### src/rtl/demux_pkg.sv
// Shared constants and helpers for the registered 1-to-N demultiplexer.
// The optional error counter width is used when DEMUX_ERR_CNT_EN is defined.
package demux_pkg;

  localparam int unsigned DATA_W_DEFAULT = 32;
  localparam int unsigned ERR_CNT_W      = 16;

  // Smallest r with 2**r >= v; used to validate the select width at elaboration.
  function automatic int unsigned clog2(input int unsigned v);
    int unsigned r;
    r = 0;
    for (int unsigned i = 0; i < 32; i++) begin
      if ((64'(1) << r) < 64'(v)) begin
        r = r + 1;
      end
    end
    return r;
  endfunction

endpackage

### src/rtl/demux_slot.sv
// One-entry holding register for a single demux output channel.
// A load wins over a drain so a full channel can refill every cycle.
module demux_slot
  import demux_pkg::*;
#(
  parameter int unsigned WIDTH = DATA_W_DEFAULT
) (
  input  logic             clk,
  input  logic             rst_n,
  input  logic             load,
  input  logic             drain,
  input  logic [WIDTH-1:0] din,
  output logic [WIDTH-1:0] data,
  output logic             valid
);

  always_ff @(posedge clk or negedge rst_n) begin
    if (!rst_n) begin
      data  <= '0;
      valid <= 1'b0;
    end else if (load) begin
      data  <= din;
      valid <= 1'b1;
    end else if (drain) begin
      valid <= 1'b0;
    end
  end

endmodule

### src/rtl/demux_1ton_reg.sv
// Registered 1-to-N demultiplexer with a per-channel valid/ready holding slot.
// Define DEMUX_ERR_CNT_EN to add a saturating count of out-of-range selects (err_cnt).
module demux_1ton_reg
  import demux_pkg::*;
#(
  parameter int unsigned WIDTH = DATA_W_DEFAULT,
  parameter int unsigned N_OUT = 2,
  parameter int unsigned SEL_W = 1
) (
  input  logic                   clk,
  input  logic                   rst_n,
  input  logic [WIDTH-1:0]       in_data,
  input  logic [SEL_W-1:0]       in_sel,
  input  logic                   in_valid,
  output logic                   in_ready,
  output logic [N_OUT*WIDTH-1:0] out_data,
  output logic [N_OUT-1:0]       out_valid,
  input  logic [N_OUT-1:0]       out_ready
`ifdef DEMUX_ERR_CNT_EN
  ,
  output logic [ERR_CNT_W-1:0]   err_cnt
`endif
);

  if (N_OUT < 2 || N_OUT > 16) begin : g_bad_n_out
    $error("demux_1ton_reg: N_OUT must be in 2..16");
  end
  if (SEL_W < clog2(N_OUT)) begin : g_bad_sel_w
    $error("demux_1ton_reg: SEL_W too narrow for N_OUT");
  end

  logic             accept;
  logic [N_OUT-1:0] load;
  logic [N_OUT-1:0] drain;

  // Ready follows the addressed slot; unmatched selects are always taken and dropped.
  always_comb begin
    in_ready = 1'b1;
    for (int k = 0; k < int'(N_OUT); k++) begin
      if (in_sel == SEL_W'(k)) begin
        in_ready = !out_valid[k] | out_ready[k];
      end
    end
  end

  assign accept = in_valid & in_ready;
  assign drain  = out_valid & out_ready;

  // One-hot load decode of the accepted word.
  always_comb begin
    load = '0;
    for (int k = 0; k < int'(N_OUT); k++) begin
      load[k] = accept & (in_sel == SEL_W'(k));
    end
  end

  for (genvar k = 0; k < int'(N_OUT); k++) begin : g_slot
    demux_slot #(
      .WIDTH(WIDTH)
    ) u_slot (
      .clk   (clk),
      .rst_n (rst_n),
      .load  (load[k]),
      .drain (drain[k]),
      .din   (in_data),
      .data  (out_data[k*WIDTH +: WIDTH]),
      .valid (out_valid[k])
    );
  end

`ifdef DEMUX_ERR_CNT_EN
  logic sel_in_range;
  logic oor_accept;

  assign sel_in_range = 32'(in_sel) < N_OUT;
  assign oor_accept   = accept & ~sel_in_range;

  // Saturating count of discarded out-of-range words.
  always_ff @(posedge clk or negedge rst_n) begin
    if (!rst_n) begin
      err_cnt <= '0;
    end else if (oor_accept && (err_cnt != {ERR_CNT_W{1'b1}})) begin
      err_cnt <= err_cnt + ERR_CNT_W'(1);
    end
  end
`endif

endmodule

### config.mk
export PLATFORM = sky130hd
export DESIGN_NAME = demux_1ton_reg
export DESIGN_NICKNAME = d
export VERILOG_FILES = /design/src/rtl/demux_pkg.sv /design/src/rtl/demux_slot.sv /design/src/rtl/demux_1ton_reg.sv
export SDC_FILE = /design/constraint.sdc
export NUM_CORES = 1
export LEC_CHECK = 0
export CAP_MARGIN = 20
export CELL_PAD_IN_SITES_DETAIL_PLACEMENT = 2
export CELL_PAD_IN_SITES_GLOBAL_PLACEMENT = 2
export CORE_MARGIN = 5
export CORE_UTILIZATION = 33
export CTS_BUF_LIST = sky130_fd_sc_hd__clkbuf_8
export CTS_CLUSTER_DIAMETER = 50
export DETAILED_ROUTE_END_ITERATION = 7
export PLACE_DENSITY_LB_ADDON = 0.1
export SYNTH_ARGS = -nofsm -noshare
export SYNTH_HDL_FRONTEND = slang
export SYNTH_SLANG_ARGS = --single-unit
### constraint.sdc
create_clock -name clk -period 2.9 [get_ports clk]
set_input_delay 0.29 -clock clk [delete_from_list [all_inputs] [get_ports clk]]
set_output_delay 0.29 -clock clk [all_outputs]
set_load 0.005 [all_outputs]
== After elaboration in Yosys (flattened, before gate mapping) ==
Cells that the tools add are included.

* Input port bits: 38
* Bits in registers: 66
* Logic and storage cells: 20
* Output and inout bits: 67

* Reductions and logical operators: 4
* Bitwise gates (word level): 7
* Muxes and demuxes: 5

{| class="wikitable"
|+ Operator list
! operator !! number
|-
| 1-bit 2-to-1 mux || 5
|-
| 2-bit nonzero test || 2
|-
| 1-bit AND || 3
|-
| 2-bit AND || 1
|-
| 1-bit logical NOT || 2
|-
| 1-bit bitwise OR || 2
|-
| 1-bit inverter || 1
|}

== Longest topological paths before layout ==
* Depth after elaboration: 6
* Gate-level depth with buffers: 4
* Mapped depth without buffers: 3

== Modules after synthesis ==
From an unflattened synthesis, not the netlist that was laid out.

* Cells, all modules: 151
* Area, all modules: 2812.7 um^2

{| class="wikitable"
|+ By module, submodules not included
! module !! cells an instance !! seq. area each (um^2) !! area each (um^2) !! instances
|-
| demux_slot || 71 || 825.8 || 1377.6 || 2
|-
| demux_1ton_reg || 9 || 0.0 || 57.6 || 1
|}

== Worst setup path before layout ==
Ideal clock, no wire load.

* Kind: register -> register
* Start point: register g_slot[1].u_slot.valid
* End point: register g_slot[1].u_slot.data[0]
* Library setup time: 0.125 ns
* Buffers on the path: 1
* Stages on the path, launching flop included: 5
* Required time: 2.775 ns
* Data arrival time: 1.112 ns
* Setup slack: 1.663 ns
* Cells stage by stage: dfrtp_1 > nor2b_4 > nor2_8 > buf_12 > mux2_4

* Word-level cells in the longest chain between the ends: 5

{| class="wikitable"
|+ Ends and longest elaborated chain
! item !! RTL line !! text
|-
| from (decl) || demux_slot.sv:14 || <nowiki>output logic valid</nowiki>
|-
| from (signal assigned) || demux_slot.sv:20 || <nowiki>valid <= 1'b0;</nowiki>
|-
| from (signal assigned) || demux_slot.sv:23 || <nowiki>valid <= 1'b1;</nowiki>
|-
| from (signal assigned) || demux_slot.sv:25 || <nowiki>valid <= 1'b0;</nowiki>
|-
| 1-bit logical NOT || demux_1ton_reg.sv:41 || <nowiki>in_ready = !out_valid[k] | out_ready[k];</nowiki>
|-
| 1-bit bitwise OR || demux_1ton_reg.sv:41 ||
|-
| 1-bit 2-to-1 mux || demux_1ton_reg.sv:40 || <nowiki>if (in_sel == SEL_W'(k)) begin</nowiki>
|-
| 1-bit AND || demux_1ton_reg.sv:46 || <nowiki>assign accept = in_valid & in_ready;</nowiki>
|-
| 1-bit AND || demux_1ton_reg.sv:53 || <nowiki>load[k] = accept & (in_sel == SEL_W'(k));</nowiki>
|-
| to (signal assigned) || demux_slot.sv:22 || <nowiki>data <= din;</nowiki>
|-
| to (decl) || demux_slot.sv:13 || <nowiki>output logic [WIDTH-1:0] data,</nowiki>
|}

No other way between the ends.
A chain may end at the register's enable or synchronous reset.

== Worst setup path after layout ==
* Start point: input port out_ready[0]
* End point: output port in_ready

* Word-level cells in the longest chain between the ends: 2

{| class="wikitable"
|+ Ends and longest elaborated chain
! item !! RTL line !! text
|-
| from (decl) || demux_1ton_reg.sv:18 || <nowiki>input logic [N_OUT-1:0] out_ready</nowiki>
|-
| 1-bit bitwise OR || demux_1ton_reg.sv:41 ||
|-
| 1-bit 2-to-1 mux || demux_1ton_reg.sv:40 ||
|-
| to (decl) || demux_1ton_reg.sv:15 || <nowiki>output logic in_ready,</nowiki>
|}

No other way between the ends.

==> Flow_metrics.wiki <==
{| class="wikitable"
! Metric !! Value
|-
| Outcome || finished, final reports clean
|-
| Final clock skew || 0.00627 ns
|-
| Leakage power summed over all cells || 1.72 nW
|-
| Worst r2r src || g_slot[1].u_slot.valid
|-
| Core Rows || 33
|-
| Crit path launch || out_ready[0]
|-
| Time the worst path needs with I/O delays and setup || 1.88 ns
|-
| Number of global-route vias before repair || 1,914
|-
| Total design power || 2.59 mW
|-
| Largest voltage drop on the vdd net || 0.000245 V
|-
| Setup slack of the critical path after layout || 1.02 ns
|-
| Critical path's most frequent cell || clkdlybuf4s50_1
|-
| Delay of the slowest cell on the worst path || 0.52 ns
|-
| Most used cells in the layout excluding fill and tap cells || 103 x clkdlybuf4s50_1, 66 x dfrtp_1, 34 x mux2_2
|-
| R2R cell count || 4
|-
| All-layer global routing usage || 13.7%
|-
| Share of the yosys chip area belonging to registers || 61.5%
|-
| Share of Yosys cell area claimed by the top area cell type || 61.5%
|-
| Final net count || 296
|-
| Final Util || 48.9%
|-
| Pre-Repair DR Iteration Count || 4
|-
| Setup Viol. Count Final || 0
|-
| Clock transition at the registers of the reported paths || 0.07 ns
|-
| Final Hold Slack || 0.0136 ns
|-
| Cell variety after synth || 16
|-
| Clock latency on the worst-skew pair || 0.33 ns
|-
| Number of standard cells in the final layout excluding fillers || 368
|-
| Area used by multi-input combinational logic || 923 um^2
|-
| Average wire per cell in the routed design || 17.8 um
|-
| Netlist Area Pre-Place || 2690 um^2
|-
| Number of remaining DRC errors || 0
|-
| First-iteration detailed-routing DRC count || 13
|-
| Area taken by flip-flops and latches || 1650 um^2
|-
| Critical path type || input pin to output port
|-
| Die area || 10,000 um^2
|-
| Max Slew Vio Count || 0
|-
| Post-CTS setup repair buffer count || 0
|-
| Max Fanout on Critical Path || 3
|-
| Number of endpoints with negative hold slack in the final report || 0
|-
| Cell types occupying the most area after synthesis || dfrtp_1 61%, mux2_4 17%, mux2_2 14%, buf_12 2.2%, buf_6 1.3%
|-
| Y dimension of the die || 100 um
|-
| Worst Path Arrival || 1.59 ns
|-
| Worst Setup Slack post-DPL || 0.812 ns
|-
| Buffer type at the clock tree root || clkbuf_8
|-
| Area of the placeable core || 8090 um^2
|-
| Starting Density || 33.2%
|-
| Setup total negative slack || 0 ns
|-
| Worst relative slew slack || 51.5%
|-
| # fillers || 799
|-
| Post-detailed-route count of antenna-violating nets || 0
|-
| Proportion of layout cells with a drive suffix above 1 || 32.3%
|-
| Total congestion overflow after global routing || 0
|-
| Largest net degree at the start of global routing || 33
|-
| Total nets after synthesis || 186
|-
| Aggregate routed wire length || 6.54 mm
|-
| RSZ-0062 raised after global routing || no
|-
| Data required time of the worst path || 2.61 ns
|-
| Top-Level Pins || 105
|-
| Final design instance area without fill || 3960 um^2
|-
| H-tree level count || 3
|-
| Number of synthesis warnings || 0
|-
| Post-synthesis average cell area || 18.2 um^2
|-
| Yosys top cell by area || dfrtp_1
|-
| First-pass GRT wire length || 10.5 mm
|-
| Type of the most critical hold path || input pin to asynchronous set/reset pin
|-
| Reg2Reg Setup Slack || 1.30 ns
|-
| Cell type of the slowest stage on the worst timing path || clkdlybuf4s50_1
|-
| Via density || 4.45
|-
| Nature of the critical path endpoint || output port
|-
| Capture point of the worst path || in_ready
|-
| Number of maximum-capacitance constraint violations || 0
|-
| Power density over cell area || 654 nW/um^2
|-
| Post-cts sizing count || 0
|-
| Number of buffers inserted by hold repair at cts || 0
|-
| GP Congestion || 0.688
|-
| Most common cell after layout, fill and taps aside || clkdlybuf4s50_1
|-
| Largest buffer count on any clock path || 2
|-
| Inserted Clock Buffers || 9
|-
| Clock sink count || 66
|-
| Timing-limited maximum frequency || 532 MHz
|-
| Slew @ Worst Pin || 0.728 ns
|-
| Crit start category || input pin
|-
| FF+latch count, synth || 66
|-
| Signed area change from the synthesized netlist to the final layout || 47.3%
|-
| Final period util || 64.8%
|-
| Number of diodes added for antenna fixing || 0
|-
| Crit Reg-Reg Endpoint || g_slot[1].u_slot.data[19]
|-
| Synthesized instance count || 148
|-
| Buffers on Ports || 104
|-
| Estimated wirelength of the detail-placed design || 4.75 mm
|-
| CTS tree || done
|-
| Count of placed standard cells including taps || 352
|-
| Die Wd || 100 um
|-
| Vias after detailed routing || 1,637
|-
| Instance area at placement || 3780 um^2
|-
| Cell-by-cell trace of the critical path || clkdlybuf4s50_1, nand2b_2, nor2_1, a21oi_1, clkdlybuf4s50_1
|-
| Number of antenna violations at the first check in global routing || 0
|}
==> power breakdown <==
| group | leakage [nW] | switching [mW] | internal [mW] | total, mW |
|---|---|---|---|---|
| logic | 0.835 | 0.201 | 0.501 | 0.702 |
| registers | 0.777 | 0.0917 | 1.09 | 1.18 |
| clock network | 0.108 | 0.330 | 0.382 | 0.712 |
==> critical path: cells and delay by family <==
family,cells,cell delay (ns)
AOI/OAI and AO/OA,1,0.13
buffers and inverters,2,0.97
and+or+nand+nor,2,0.20
==> layout make-up <==
cell class,instances,area share [%]
inverter,1,0.0948
sequential,66,41.7
tap,105,3.32
clock inverter,7,1.39
clock buffer,9,3.13
multi-input combinational,73,23.3
timing repair buffer,107,27.0
==> logic make-up (layout without fill, tap and decap cells) <==
group	Yosys count	in the layout	share of synthesized area, %
buf+inv	9	124	4.19
compound gates	2	2	0.372
flops	66	66	61.5
simple gates	7	7	2.98
mux	64	64	31.0
==> worst min-delay path by stage <==
stage,startpoint,endpoint,cells past startpoint
3_3_place_gp,rst_n,g_slot[0].u_slot.data[1],1
4_1_cts,rst_n,g_slot[1].u_slot.data[10],1
3_5_place_dp,rst_n,g_slot[0].u_slot.data[1],1
6_report,rst_n,g_slot[0].u_slot.data[9],1
2_1_floorplan,rst_n,g_slot[0].u_slot.data[0],0
5_1_grt,rst_n,g_slot[0].u_slot.data[1],1
==> flip-flops by register name, summed over array words and instances (netlist names) <==
register             cells
g_slot.u_slot.data      64
g_slot.u_slot.valid      2
==> routing by layer <==
metal  vias up  GRT usage, %  wire (um)
met5         -             0          0
met4         0          4.97         90
met3         8          5.98        554
met2        63          20.9       3100
met1       831          17.3       2800
li1        735             -          -
==> Yosys cell counts <==
cell type	number
nor2_1	1
nor2_8	1
buf_12	3
o21ai_0	1
buf_6	3
a21oi_1	1
or2b_1	1
inv_1	1
nand2b_2	1
nand3b_4	1
dfrtp_1	66
nor2b_4	1
nand2_2	1
buf_4	2
mux2_4	30
mux2_2	34
(Power assumes the default switching activity.)
